`src/rtl/bitmon_sequencer_if.sv`:
```
// rtl/bitmon_sequencer_if.sv - TX MAC / bit-error comparator signal bundle for bitmon_sequencer
interface bitmon_sequencer_if;
    logic sample;
    logic tx_start;
    logic tx_bit;
    logic rx_bit;
    logic stuff_bit;
    logic crc_del;
    logic err_start;
    logic err_passive;
    logic err_end;
    logic activ;
    logic arb_lost;
    logic ack_ok;
    logic ack_err;
    logic tx_done;
    logic busy;

    modport master (
        output sample, tx_start, tx_bit, rx_bit, stuff_bit, crc_del,
               err_start, err_passive, err_end,
        input  activ, arb_lost, ack_ok, ack_err, tx_done, busy
    );

    modport slave (
        input  sample, tx_start, tx_bit, rx_bit, stuff_bit, crc_del,
               err_start, err_passive, err_end,
        output activ, arb_lost, ack_ok, ack_err, tx_done, busy
    );
endinterface

```
`src/rtl/bitmon_sequencer.sv`:
```
// rtl/bitmon_sequencer.sv - transmit frame-phase tracker driving the bit monitor enable
module bitmon_sequencer #(
    parameter int ID_BASE_BITS = 11,
    parameter int ID_EXT_BITS  = 18,
    parameter int EOF_BITS     = 7,
    parameter int CNT_W        = 6
) (
    input  logic               clock,
    input  logic               reset,
    bitmon_sequencer_if.slave  bus
);
    typedef enum logic [2:0] {
        S_IDLE, S_ARB, S_CTRL, S_ACK, S_ACKDEL, S_EOF, S_EFLAG
    } state_t;

    // cnt holds the index of the current arbitration bit, so these are bit positions
    localparam logic [CNT_W-1:0] IDE_POS  = CNT_W'(ID_BASE_BITS + 1);
    localparam logic [CNT_W-1:0] XRTR_POS = CNT_W'(ID_BASE_BITS + ID_EXT_BITS + 2);
    localparam logic [CNT_W-1:0] EOF_LAST = CNT_W'(EOF_BITS - 1);

    state_t           state_q, state_d;
    logic [CNT_W-1:0] cnt_q, cnt_d;
    logic             arb_lost_q, arb_lost_d;
    logic             ack_ok_q, ack_ok_d;
    logic             ack_err_q, ack_err_d;
    logic             tx_done_q, tx_done_d;
    logic             activ_c;

    always_ff @(posedge clock) begin
        if (!reset) begin
            state_q    <= S_IDLE;
            cnt_q      <= '0;
            arb_lost_q <= 1'b0;
            ack_ok_q   <= 1'b0;
            ack_err_q  <= 1'b0;
            tx_done_q  <= 1'b0;
        end else begin
            state_q    <= state_d;
            cnt_q      <= cnt_d;
            arb_lost_q <= arb_lost_d;
            ack_ok_q   <= ack_ok_d;
            ack_err_q  <= ack_err_d;
            tx_done_q  <= tx_done_d;
        end
    end

    always_comb begin
        state_d    = state_q;
        cnt_d      = cnt_q;
        arb_lost_d = 1'b0;
        ack_ok_d   = 1'b0;
        ack_err_d  = 1'b0;
        tx_done_d  = 1'b0;
        activ_c    = 1'b0;
        case (state_q)
            S_IDLE: begin
                activ_c = bus.tx_start;
                if (bus.sample && bus.tx_start) begin
                    state_d = S_ARB;
                    cnt_d   = '0;
                end
            end
            S_ARB: begin
                // a recessive bit read back dominant is legal here unless it is a stuff bit
                activ_c = ~bus.tx_bit | bus.stuff_bit;
                if (bus.sample && !bus.stuff_bit) begin
                    if (bus.tx_bit && !bus.rx_bit) begin
                        arb_lost_d = 1'b1;
                        state_d    = S_IDLE;
                    end else begin
                        cnt_d = cnt_q + CNT_W'(1);
                        if ((cnt_q == IDE_POS && !bus.tx_bit) || cnt_q == XRTR_POS) begin
                            state_d = S_CTRL;
                        end
                    end
                end
            end
            S_CTRL: begin
                activ_c = 1'b1;
                if (bus.sample && bus.crc_del) begin
                    state_d = S_ACK;
                end
            end
            S_ACK: begin
                activ_c = 1'b0;
                if (bus.sample) begin
                    ack_ok_d  = ~bus.rx_bit;
                    ack_err_d = bus.rx_bit;
                    state_d   = S_ACKDEL;
                end
            end
            S_ACKDEL: begin
                activ_c = 1'b1;
                if (bus.sample) begin
                    state_d = S_EOF;
                    cnt_d   = '0;
                end
            end
            S_EOF: begin
                activ_c = 1'b1;
                if (bus.sample) begin
                    cnt_d = cnt_q + CNT_W'(1);
                    if (cnt_q == EOF_LAST) begin
                        tx_done_d = 1'b1;
                        state_d   = S_IDLE;
                    end
                end
            end
            S_EFLAG: begin
                activ_c = ~bus.err_passive;
                if (bus.sample && bus.err_end) begin
                    state_d = S_IDLE;
                end
            end
            default: begin
                state_d = S_IDLE;
                cnt_d   = '0;
            end
        endcase

        // an own error flag overrides whatever the frame phase would have done
        if (bus.sample && bus.err_start) begin
            state_d    = S_EFLAG;
            cnt_d      = '0;
            arb_lost_d = 1'b0;
            ack_ok_d   = 1'b0;
            ack_err_d  = 1'b0;
            tx_done_d  = 1'b0;
        end
    end

    assign bus.activ    = activ_c;
    assign bus.arb_lost = arb_lost_q;
    assign bus.ack_ok   = ack_ok_q;
    assign bus.ack_err  = ack_err_q;
    assign bus.tx_done  = tx_done_q;
    assign bus.busy     = (state_q != S_IDLE);
endmodule

```
`src/flat_wrapper.sv`:
```
// flat-port wrapper written by rule: the top's interface ports become plain ports
module bitmon_sequencer_flat 
#(
    parameter int ID_BASE_BITS = 11,
    parameter int ID_EXT_BITS  = 18,
    parameter int EOF_BITS     = 7,
    parameter int CNT_W        = 6
)
  (clock, reset, bus_sample, bus_tx_start, bus_tx_bit, bus_rx_bit, bus_stuff_bit, bus_crc_del, bus_err_start, bus_err_passive, bus_err_end, bus_activ, bus_arb_lost, bus_ack_ok, bus_ack_err, bus_tx_done, bus_busy);
  bitmon_sequencer_if bus_i ();
  input  logic clock;
  input  logic reset;
  input wire logic [$bits(bus_i.sample)-1:0] bus_sample;
  input wire logic [$bits(bus_i.tx_start)-1:0] bus_tx_start;
  input wire logic [$bits(bus_i.tx_bit)-1:0] bus_tx_bit;
  input wire logic [$bits(bus_i.rx_bit)-1:0] bus_rx_bit;
  input wire logic [$bits(bus_i.stuff_bit)-1:0] bus_stuff_bit;
  input wire logic [$bits(bus_i.crc_del)-1:0] bus_crc_del;
  input wire logic [$bits(bus_i.err_start)-1:0] bus_err_start;
  input wire logic [$bits(bus_i.err_passive)-1:0] bus_err_passive;
  input wire logic [$bits(bus_i.err_end)-1:0] bus_err_end;
  output wire logic [$bits(bus_i.activ)-1:0] bus_activ;
  output wire logic [$bits(bus_i.arb_lost)-1:0] bus_arb_lost;
  output wire logic [$bits(bus_i.ack_ok)-1:0] bus_ack_ok;
  output wire logic [$bits(bus_i.ack_err)-1:0] bus_ack_err;
  output wire logic [$bits(bus_i.tx_done)-1:0] bus_tx_done;
  output wire logic [$bits(bus_i.busy)-1:0] bus_busy;
  assign bus_i.sample = bus_sample;
  assign bus_i.tx_start = bus_tx_start;
  assign bus_i.tx_bit = bus_tx_bit;
  assign bus_i.rx_bit = bus_rx_bit;
  assign bus_i.stuff_bit = bus_stuff_bit;
  assign bus_i.crc_del = bus_crc_del;
  assign bus_i.err_start = bus_err_start;
  assign bus_i.err_passive = bus_err_passive;
  assign bus_i.err_end = bus_err_end;
  assign bus_activ = bus_i.activ;
  assign bus_arb_lost = bus_i.arb_lost;
  assign bus_ack_ok = bus_i.ack_ok;
  assign bus_ack_err = bus_i.ack_err;
  assign bus_tx_done = bus_i.tx_done;
  assign bus_busy = bus_i.busy;
  bitmon_sequencer #(.ID_BASE_BITS(ID_BASE_BITS), .ID_EXT_BITS(ID_EXT_BITS), .EOF_BITS(EOF_BITS), .CNT_W(CNT_W)) u_core (.clock(clock), .reset(reset), .bus(bus_i));
endmodule
```
`config.mk`:
```
export PLATFORM = sky130hd
export DESIGN_NAME = bitmon_sequencer_flat
export DESIGN_NICKNAME = d
export VERILOG_FILES = /design/src/rtl/bitmon_sequencer_if.sv /design/src/rtl/bitmon_sequencer.sv /design/src/flat_wrapper.sv
export SDC_FILE = /design/constraint.sdc
export NUM_CORES = 1
export LEC_CHECK = 0
export ABC_CLOCK_PERIOD_IN_PS = 2300
export CAP_MARGIN = 40
export CORE_MARGIN = 4
export CORE_UTILIZATION = 40
export CTS_CLUSTER_SIZE = 14
export DETAILED_ROUTE_END_ITERATION = 10
export GPL_TIMING_DRIVEN = 0
export PLACE_DENSITY = 0.66
export SLEW_MARGIN = 30
export SYNTH_ARGS = -nofsm -noshare
export SYNTH_HDL_FRONTEND = slang
export SYNTH_SLANG_ARGS = --single-unit
export TNS_END_PERCENT = 5
```
`constraint.sdc`:
```
create_clock -name clock -period 2.3 [get_ports clock]
set_input_delay 0.46 -clock clock [delete_from_list [all_inputs] [get_ports clock]]
set_output_delay 0.46 -clock clock [all_outputs]
set_load 0.005 [all_outputs]
```
-- Word-level counts from Yosys, hierarchy flattened
Cells that the tools add are included.
- multiply operators: 0
- magnitude comparators: 0
- mux-type cells: 21
- reductions and logical operators: 22
- div/mod/pow operators: 0
- bitwise gates (word level): 11
- $add $sub $neg: 1
- shift operators: 0
- equal/unequal tests: 28
- operator list (cell ; number):
    $mux 3 ; 11
    $mux 6 ; 5
    $pmux 6 s5 ; 1
    $pmux 3 s7 ; 1
    $ne 3x1->1 const B ; 6
    $reduce_and 9->1 ; 2
    $reduce_or 4->1 ; 3
    $ne 2x1->1 const B ; 5
    $not 1->1 ; 10
    $eq 3x3->1 const B ; 3
    $ne 3x2->1 const B ; 3
    $ne 2x2->1 const B ; 4
    $logic_and 1x1->1 ; 7
    $add 6x1->6 const B ; 1
    $eq 3x2->1 const B ; 2
    $eq 6x3->1 const B ; 1
    $eq 6x4->1 const B ; 1
    $eq 6x5->1 const B ; 1
    $reduce_and 6->1 ; 1
    $reduce_or 3->1 ; 2
    $ne 4x1->1 const B ; 1
    $pmux 1 s4 ; 1
    $eq 3x1->1 const B ; 1
    $logic_not 1->1 ; 3
    6 further kinds ; 7
- latch bits: 0
- ROM bits: 0
- output and inout bits: 6
- memories: 0
- register bits after elaboration: 13
- memory bits (writable): 0

-- Depth between registers and ports, before layout
- word-level depth: 8
- gate-level depth with buffers: 7

-- Worst setup path after synthesis
Ideal clock, no wire load.
- kind: input to register
- from: input port bus_sample
- to: register u_core.state_q[0]
- stages on the path: 6
- library setup time: 70 ps
- arrival time: 1613 ps
- setup slack: 618 ps
- data required time: 2230 ps
- cell sequence: clkbuf_1 o211a_1 a21oi_1 o2bb2ai_4 or4_1 a21oi_1
- word-level cells in the longest chain between the ends: 3
- RTL lines (item ; RTL line ; source):
    from (decl) ; flat_wrapper.sv:13 ; input wire logic [$bits(bus_i.sample)-1:0] bus_sample;
    $logic_and 1x1->1 (on tied branches) ; -- ;
    $ne 2x1->1 (no line) ; -- ;
    $reduce_and 9->1 (no line) ; -- ;
    to (signal assigned) ; bitmon_sequencer.sv:38 ; state_q <= state_d;
    to (decl) ; bitmon_sequencer.sv:21 ; state_t state_q, state_d;
Parallel ways exist; a longest one is shown, timed or not.
A chain may end at the register's enable or synchronous reset.

-- Worst setup path in the final report
- from: input port bus_tx_bit
- to: output port bus_activ
- word-level cells in the longest chain between the ends: 3
- RTL lines (item ; RTL line ; source):
    from (decl) ; flat_wrapper.sv:15 ; input wire logic [$bits(bus_i.tx_bit)-1:0] bus_tx_bit;
    $not 1->1 ; bitmon_sequencer.sv:65 ; activ_c = ~bus.tx_bit | bus.stuff_bit;
    $or 1x1->1 ; bitmon_sequencer.sv:65 ;
    $pmux 1 s4 ; bitmon_sequencer.sv:55 ; case (state_q)
    to (decl) ; flat_wrapper.sv:22 ; output wire logic [$bits(bus_i.activ)-1:0] bus_activ;
No other way between the ends.

==> results.toml <==
[status]
status = "complete, no violations"

[hold_path]
hp-class = "reg -> reg"
holdPathStages = 2

[clock_tree]
htreeDepth = 1
postCtsSetupRepairBufs = 0
cts_sinks = 13
clock_latency_ns = 0.28
cts_made_buffers = 3
cts_tree = "built"
clk_pin_slew_worst_paths_ns = 0.08
clock_path_buffers = 2
cts-root-buf = "clkbuf_4"

[die]
fp.dieH_um = 54.16
start_util_pct = 42.56
core_um2 = 2002
pin_count = 17
die_width_um = 54.16
die_area_um2 = 2933
rows = 16

[routing]
vias_per_cell = 5.503
vias = 853
ant_nets = 0
drt_pass1_iterations = 4
drc_errors = 0
drtIter0Drc = 12
wirelength_um = 2000
wl_per_cell_um = 12.90

[timing]
rsz0062_at_grt = "false"
worst_pin_slew_ns = 0.4409
min_period_ns = 2.074
finalHoldViolations = 0
setup_violations = 0
fin_hold_ws_ns = 0.5326
min_period_over_period_pct = 90.18
fin_skew_ns = 0.009545
slew_headroom_pct = 70.54
fmax_mhz = 482.1
final-max-slew-violation-count = 0

[synthesis]
yosys.area.top_type = "dfxtp_1"
synthFlopType = "dfxtp_1"
ys_types = 34
ys_seq_elements = 13
synth_area_per_cell_um2 = 7.746
synthTopCellsByCount = "13 x dfxtp_1, 12 x nand2_1, 9 x nor2_1"
yosys_warnings = 0
synth_fp_nets = 124
synth-edff-count = 0
synthMostInstantiatedCell = "dfxtp_1"
synth_cells = 110
ys_seq_area_share_pct = 30.54
synthTopCellsByArea = "dfxtp_1 31%, nand2_1 5.3%, o221a_2 5.3%, nand3_1 4.7%, ha_1 4.4%"
synthArstFlopShare_pct = 0
synth_top_area_share_pct = 30.54
syn-cell-area_um2 = 852.1

[placed_design]
dp_cells = 151
placed_area_um2 = 1026
hpwlAfterDp_um = 1587
place.gp.congestion = 0.8524
port_buffers = 14

[final_layout]
instances_no_fill = 155
final_util_pct = 52.63
syn2layout_area_growth_pct = 23.64
layout.nets = 143
drive_gt1_share_pct = 10.94
diodes = 0
final_design_area_no_fill_um2 = 1054

[pwr]
powerDensity_nw_per_um2 = 764.3
power_mw = 0.8052
peakVddDrop_mv = 0.3948
p_leak_nw = 0.3777

[grt]
grt_max_degree = 11
grt-ovfl-total = 0
grt_pass1_wl_um = 3187
grt_usage_pct = 15.25
grt_pass1_vias = 733
antenna_found_initial = 0

[critical_path]
cp-end-kind = "primary output"
path_class = "in -> out"
r2r_cells = 5
worst_ep_arrival_time_ns = 1.61
crit_fanout = 4
worst_ep_required_time_ns = 1.84
startpoint_type = "input port"

[flow_run]
max-cap-violations = 0
report_power, final:
group	total (mW)	switching (mW)	internal, mW	leakage, nW
registers	0.262	0.0181	0.244	0.105
logic	0.402	0.218	0.184	0.257
clock network	0.141	0.0738	0.0672	0.0150
timing repair:
item / CTS / global route
hold buffers: 0 / 0
resized for setup: 2 / 0
setup endpoints to repair: 1 / 0
worst max-delay path, cell delays in order:
cell	delay, ns
clkdlybuf4s50_1	0.47
nand2_1	0.12
o21ai_0	0.08
a221oi_1	0.22
dlygate4sd2_1	0.27
cell usage in the layout (no fill, tap or decap), types with 3 or more instances in the layout:
master	count
nor4_1	4
nand2_1	12
clkdlybuf4s50_1	13
o21ai_0	5
dfxtp_1	13
o221a_2	4
o211ai_1	4
ha_1	3
nand3_1	8
clkbuf_1	3
a21oi_1	7
and2_1	3
clkbuf_4	3
nor2_1	9
inv_1	8
state kept, by name, indices dropped and copies added, names as in the netlist:
register and flops:
u_core.bus.ack_ok 1, u_core.bus.arb_lost 1, u_core.cnt_q 6, u_core.bus.tx_done 1, u_core.state_q 3, u_core.bus.ack_err 1
final timing paths:
kind / endpoint / slack, ns / startpoint
setup / recovery: bus_activ / 0.23 / bus_tx_bit
hold / removal: u_core.cnt_q[0] / 0.53 / u_core.cnt_q[0]
setup reg to reg: u_core.state_q[2] / 0.53 / u_core.state_q[0]
hold reg to reg: u_core.cnt_q[0] / 0.53 / u_core.cnt_q[0]
layout make-up:
type                    count  area (um2)
inverters                   8       30.03
plain buffers               5       25.02
multi-input cells          84       539.3
repair buffers             14       138.9
fillers                   196       948.4
well taps                  27       33.78
flip-flops and latches     13       260.3
clock buffers               4       26.28
routing by layer:
layer	vias up	GRT usage, %	part of all wire, %
met1	396	18.51	46
met4	0	4.979	0.90
met3	2	5.263	6.4
met5	-	0	0
met2	18	24.90	47
li1	437	-	-
stage by stage:
step	setup slack (ns)	setup TNS, ns
6_report	0.2258	0
5_1_grt	0.1174	0
4_1_cts	0.2147	0
3_5_place_dp	-0.08323	-0.08323
3_3_place_gp	-0.07553	-0.07553
2_1_floorplan	0.6176	0
logic make-up after synthesis:
family | count (synthesis) | share of synthesized area [%]
compound gates | 32 | 28.93
fa+ha+maj | 3 | 4.406
buf+inv | 13 | 6.167
flops | 13 | 30.54
simple gates | 49 | 29.96
(Power assumes the default switching activity.)
